<file path="config.mk">
export PLATFORM = sky130hd
export DESIGN_NAME = adc_xy_sample_stream
export DESIGN_NICKNAME = d
export VERILOG_FILES = /design/src/rtl/adc_xy_sample_stream.sv
export SDC_FILE = /design/constraint.sdc
export NUM_CORES = 1
export LEC_CHECK = 0
export ABC_AREA = 1
export CAP_MARGIN = 30
export CORE_ASPECT_RATIO = 2
export CORE_UTILIZATION = 57
export DETAILED_ROUTE_END_ITERATION = 10
export GPL_ROUTABILITY_DRIVEN = 0
export PLACE_DENSITY_LB_ADDON = 0.3
export SLEW_MARGIN = 20
export SYNTH_ARGS = -nofsm -noshare
export SYNTH_HDL_FRONTEND = slang
export SYNTH_SLANG_ARGS = --single-unit
</file>
<file path="constraint.sdc">
create_clock -name clk -period 3.1 [get_ports clk]
set_input_delay 0.31 -clock clk [delete_from_list [all_inputs] [get_ports clk]]
set_output_delay 0.31 -clock clk [all_outputs]
set_load 0.01 [all_outputs]
</file>
<file path="src/rtl/adc_xy_sample_stream.sv">
// XY ADC front end: registers the raw pin buses, suppresses repeated points and
// buffers the survivors in a show-ahead FIFO with a saturating lost-sample counter.
module adc_xy_sample_stream #(
  parameter int ADC_DATA_BITS = 10,
  parameter int FIFO_DEPTH    = 4,
  parameter int DEDUP         = 1,
  parameter int DROP_CNT_BITS = 16
) (
  input  logic                     clk,
  input  logic                     reset_n,
  input  logic                     enable,
  input  logic [ADC_DATA_BITS-1:0] adc_x_io,
  input  logic [ADC_DATA_BITS-1:0] adc_y_io,
  input  logic                     clr_stats,
  output logic                     m_valid,
  input  logic                     m_ready,
  output logic [ADC_DATA_BITS-1:0] m_x,
  output logic [ADC_DATA_BITS-1:0] m_y,
  output logic [DROP_CNT_BITS-1:0] dropped_cnt,
  output logic                     overflow
);
  localparam int PTR_BITS = (FIFO_DEPTH > 1) ? $clog2(FIFO_DEPTH) : 1;
  localparam logic [PTR_BITS:0]      DEPTH_C = (PTR_BITS+1)'(FIFO_DEPTH);
  localparam logic [DROP_CNT_BITS-1:0] CNT_MAX = {DROP_CNT_BITS{1'b1}};

  logic [ADC_DATA_BITS-1:0] r_x_io;
  logic [ADC_DATA_BITS-1:0] r_y_io;
  logic                     r_s1_valid;
  logic [ADC_DATA_BITS-1:0] r_last_x;
  logic [ADC_DATA_BITS-1:0] r_last_y;
  logic                     r_have_last;
  logic [ADC_DATA_BITS-1:0] r_mem_x [FIFO_DEPTH];
  logic [ADC_DATA_BITS-1:0] r_mem_y [FIFO_DEPTH];
  logic [PTR_BITS-1:0]      r_wr_ptr;
  logic [PTR_BITS-1:0]      r_rd_ptr;
  logic [PTR_BITS:0]        r_count;
  logic [DROP_CNT_BITS-1:0] r_dropped;
  logic                     r_overflow;

  logic w_valid;
  logic w_pop;
  logic w_dup;
  logic w_space;
  logic w_push;
  logic w_drop;

  // Pin capture stage
  always_ff @(posedge clk or negedge reset_n) begin
    if (!reset_n) begin
      r_x_io     <= {ADC_DATA_BITS{1'b0}};
      r_y_io     <= {ADC_DATA_BITS{1'b0}};
      r_s1_valid <= 1'b0;
    end else begin
      r_x_io     <= adc_x_io;
      r_y_io     <= adc_y_io;
      r_s1_valid <= enable;
    end
  end

  // Push/drop/discard decision; a full FIFO still has room when it pops this cycle
  always_comb begin
    w_valid = 1'b0;
    w_pop   = 1'b0;
    w_dup   = 1'b0;
    w_space = 1'b0;
    w_push  = 1'b0;
    w_drop  = 1'b0;
    w_valid = (r_count != {(PTR_BITS+1){1'b0}});
    w_pop   = w_valid && m_ready;
    w_dup   = (DEDUP != 0) && r_have_last && (r_x_io == r_last_x) && (r_y_io == r_last_y);
    w_space = (r_count < DEPTH_C) || w_pop;
    if (r_s1_valid && !w_dup) begin
      w_push = w_space;
      w_drop = !w_space;
    end else begin
      w_push = 1'b0;
      w_drop = 1'b0;
    end
  end

  // Last-pushed point; re-enabling forgets it so the first new sample always pushes
  always_ff @(posedge clk or negedge reset_n) begin
    if (!reset_n) begin
      r_last_x    <= {ADC_DATA_BITS{1'b0}};
      r_last_y    <= {ADC_DATA_BITS{1'b0}};
      r_have_last <= 1'b0;
    end else if (w_push) begin
      r_last_x    <= r_x_io;
      r_last_y    <= r_y_io;
      r_have_last <= 1'b1;
    end else if (enable && !r_s1_valid) begin
      r_have_last <= 1'b0;
    end else begin
      r_have_last <= r_have_last;
    end
  end

  // Point FIFO storage, pointers and occupancy
  always_ff @(posedge clk or negedge reset_n) begin
    if (!reset_n) begin
      for (int i = 0; i < FIFO_DEPTH; i++) begin
        r_mem_x[i] <= {ADC_DATA_BITS{1'b0}};
        r_mem_y[i] <= {ADC_DATA_BITS{1'b0}};
      end
      r_wr_ptr <= {PTR_BITS{1'b0}};
      r_rd_ptr <= {PTR_BITS{1'b0}};
      r_count  <= {(PTR_BITS+1){1'b0}};
    end else begin
      if (w_push) begin
        r_mem_x[r_wr_ptr] <= r_x_io;
        r_mem_y[r_wr_ptr] <= r_y_io;
        r_wr_ptr          <= r_wr_ptr + PTR_BITS'(1);
      end
      if (w_pop) begin
        r_rd_ptr <= r_rd_ptr + PTR_BITS'(1);
      end
      case ({w_push, w_pop})
        2'b10:   r_count <= r_count + (PTR_BITS+1)'(1);
        2'b01:   r_count <= r_count - (PTR_BITS+1)'(1);
        default: r_count <= r_count;
      endcase
    end
  end

  // Drop statistics; a drop in the clearing cycle leaves a count of one
  always_ff @(posedge clk or negedge reset_n) begin
    if (!reset_n) begin
      r_dropped  <= {DROP_CNT_BITS{1'b0}};
      r_overflow <= 1'b0;
    end else if (w_drop) begin
      r_overflow <= 1'b1;
      if (clr_stats) begin
        r_dropped <= DROP_CNT_BITS'(1);
      end else if (r_dropped != CNT_MAX) begin
        r_dropped <= r_dropped + DROP_CNT_BITS'(1);
      end else begin
        r_dropped <= r_dropped;
      end
    end else if (clr_stats) begin
      r_dropped  <= {DROP_CNT_BITS{1'b0}};
      r_overflow <= 1'b0;
    end else begin
      r_dropped  <= r_dropped;
      r_overflow <= r_overflow;
    end
  end

  // Output stream: head entry shown ahead of the handshake
  always_comb begin
    m_valid     = w_valid;
    m_x         = r_mem_x[r_rd_ptr];
    m_y         = r_mem_y[r_rd_ptr];
    dropped_cnt = r_dropped;
    overflow    = r_overflow;
  end

endmodule

</file>
==> summary.txt, run 1 <==
Timing
  – RSZ-0062 raised after global routing: no
  – Least-Margin Pin Slew: 0.811 ns
  – Final Critical Period: 2.79 ns
  – WHS: 0.327 ns
  – Rel. slew slack: 45.7%
  – # setup viols final: 0
  – Crit share post-route: 89.8%
  – Fmax: 359 MHz
  – Pins Over Slew Limit: 0
  – TNS Setup: 0 ns
  – Setup Skew: 0.00585 ns
  – Final Hold Vio Count: 0

Yosys
  – Distinct cells, synth: 33
  – Ys flop type: dfrtp_1
  – Mapped Cells: 841
  – Post-synthesis net count: 873
  – Async set-reset flop share out of synthesis: between 90% and 100%
  – #FFs+latches synth: ~150
  – Synthesis Warnings: 0
  – Synth area leader: dfrtp_1
  – Mean Syn Cell Area: 8.11 sq um
  – Area contributors post-synth: dfrtp_1 54%, nand2_1 20%, o21ai_0 4.1%, nor2_1 3.6%, inv_1 2.8%
  – Post-Syn Area: ~0.0068 sq mm
  – Post-synth EDFFs: 0
  – Synth top area share: 53.6%
  – Sequential element share of the synthesized area: 53.6%

GRT
  – Vias in the first global route: 6,021
  – Remaining Overflow, GRT: 0
  – Total track usage: 30.6%
  – Initial antenna violation count: 0
  – Largest net degree at the start of global routing: 73
  – First-pass GRT wire length: between 20 and 30 mm

Finish
  – Syn-to-layout area delta: 20.5%
  – Sequential cell area: 0.00365 sq mm
  – Multi-input logic area: 0.00269 sq mm
  – # fillers: 889
  – ANT cells: 0
  – Share of layout cells above drive strength 1: 9.85%
  – Most frequent cells in the layout: 355 x nand2_1, 146 x dfrtp_1, 66 x nor2_1
  – Commonest non-fill, non-tap cell in the layout: nand2_1
  – Final nets: 933

Detailed routing
  – Post-DR vias/cell: between 5 and 6
  – Final WL: 17.3 mm
  – Via count: a little under 6k
  – Initial DRC count: 517
  – WL per Instance: ~16 um
  – Drt pass-1 iters: 5
  – DRC violations left: 0
  – Final ANT Viol Nets: 0

Critical path
  – Crit-path max cell delay: 0.69 ns
  – Crit-path leading delay family: buffers and inverters
  – Critical setup path kind: reg2out
  – Worst Path Buf+Inv: 2
  – Worst Path Required: 2.79 ns
  – CP max stage cell: dfrtp_1
  – Worst setup EP type: primary output
  – Worst EP arrival: 2.48 ns
  – Crit-path max FO: 22
  – Setup crit start kind: register
  – Crit-path cells: buf_4, o21ai_0, o22ai_1, clkdlybuf4s50_1

Clock network
  – Worst-path clk slew: 0.06 ns
  – CTS tree: built
  – Clock sink total: 146
  – Skew-Pair Late Insertion Delay: about 0.42 ns
  – CTS Buffer Depth: 2
  – CTS buffer count: 17
  – H-Tree Depth: 4
  – Root Driver: clkbuf_16

Floorplan
  – Die W: 79.3 um
  – Die area: 0.0124 sq mm
  – # rows: 56
  – Starting Density: between 50% and 60%
  – Core area: between 0.01 and 0.015 sq mm
  – Die Y: 157 um
  – Io pins: 63

Power
  – PD cells: 992 mW/mm^2
  – Max VDD drop: 0.578 mV
  – Leak: between 4 and 5 nW

Run status
  – Status: completed

Placement
  – # port buffers: just over 60
  – DP Wirelength: 11.2 mm

Job
  – Maxcap violations: 0

Hold path
  – Hold Crit Class: in2reg
## Yosys cell counts, types with 11 or more instances
cell / count
nand2_1: 355
dfrtp_1: 146
nor2_1: 66
o21ai_0: 56
inv_1: 51
nand3_1: 26
nand2_2: 21
o22ai_1: 21
clkbuf_1: 15
inv_2: 12
buf_2: 11
xor2_1: 11
## state kept, by name (all words and copies together) (netlist names)
signal,cells
dropped_cnt,16
overflow,1
r_count,3
r_have_last,1
r_last_x,10
r_last_y,10
r_mem_x,40
r_mem_y,40
r_rd_ptr,2
r_s1_valid,1
r_wr_ptr,2
r_x_io,10
r_y_io,10
## per-layer routing
layer  part of all wire, %  global-route usage (%)
met5                     0                       0
met4                   3.8                    17.0
met3                   4.9                    5.71
met2                    53                    52.9
met1                    38                    35.0
## worst paths after layout
| kind | to | depth (start not counted) | from | slack [ns] |
|---|---|---|---|---|
| hold reg to reg | r_mem_y[25] | 2 | r_mem_y[25] | 0.47 |
| hold / removal | r_y_io[7] | 1 | adc_y_io[7] | 0.33 |
| min in group asynchronous | r_mem_y[9] | 2 | reset_n | 0.37 |
| setup reg to reg | r_count[2] | 14 | r_y_io[6] | 0.68 |
| setup / recovery | m_y[0] | 4 | r_rd_ptr[0] | 0.31 |
| max in group asynchronous | r_mem_y[4] | 3 | reset_n | 1.96 |
## kinds of logic after synthesis
| logic type | count (synthesis) | share of synthesized area (%) |
|---|---|---|
| compound gates | 86 | 6.74 |
| xor+xnor | 17 | 2.18 |
| fa+ha+maj | 7 | 1.39 |
| buf+inv | 101 | 6.97 |
| flops | 146 | 53.6 |
| simple gates | 484 | 29.1 |
## report_power, final
part           total (mW)  switching [mW]  leakage (nW)  internal (mW)
logic                2.80            1.61          2.06           1.19
clock network        2.38           0.778         0.331           1.60
registers            2.97           0.441          1.83           2.53
total                8.14            2.83          4.22           5.32
## through the flow
stage / cell area (sq um) / worst slack (ns) / cells / utilization [%] / power (mW)
floorplan: 6820 / 0.780 / 841 / - / 4.60
finish: 8210 / 0.315 / 1059 / 70.2 / 8.14
CTS: 8210 / 0.325 / 1059 / 70.2 / 8.14
detailed placement: 7510 / 0.697 / 1026 / 64.2 / 5.71
global route: 8210 / 0.214 / 1059 / 70.2 / 8.63
global placement: 7510 / 0.731 / 1026 / 64.2 / 5.58
## layout make-up
cell class / instances / area share (%)
Clock buffer: 24 / 5.99
Clock inverter: 8 / 2.39
Inverter: 63 / 2.88
Multi-Input combinational cell: 594 / 32.7
Sequential cell: 146 / 44.5
Tap cell: 145 / 2.21
Timing Repair Buffer: 79 / 9.31
## timing repair
action / in CTS / in global routing
hold buffers: 1 / 0
hold endpoints to repair: 41 / 0
setup buffers: 0 / 0
resized for setup: 0 / 0
No activity file was read; power rests on OpenSTA's default activity.
==> inputs of run 2 (changes only) <==
--- a/config.mk
+++ b/config.mk
@@ -9,8 +9,10 @@
 export CAP_MARGIN = 30
 export CORE_ASPECT_RATIO = 2
 export CORE_UTILIZATION = 57
+export CTS_CLUSTER_DIAMETER = 50
 export DETAILED_ROUTE_END_ITERATION = 10
 export GPL_ROUTABILITY_DRIVEN = 0
+export HOLD_SLACK_MARGIN = 0.06
 export PLACE_DENSITY_LB_ADDON = 0.3
 export SLEW_MARGIN = 20
 export SYNTH_ARGS = -nofsm -noshare
==> results of run 2 <==
Same layout as run 1: the final DEF is identical, and so are final timing and power.
==> inputs of run 3 (changes only) <==
--- a/config.mk
+++ b/config.mk
@@ -6,7 +6,7 @@
 export NUM_CORES = 1
 export LEC_CHECK = 0
 export ABC_AREA = 1
-export CAP_MARGIN = 30
+export CAP_MARGIN = 20
 export CORE_ASPECT_RATIO = 2
 export CORE_UTILIZATION = 57
 export CTS_CLUSTER_DIAMETER = 50
==> results of run 3 <==
Same layout as run 1: the final DEF is identical, and so are final timing and power.
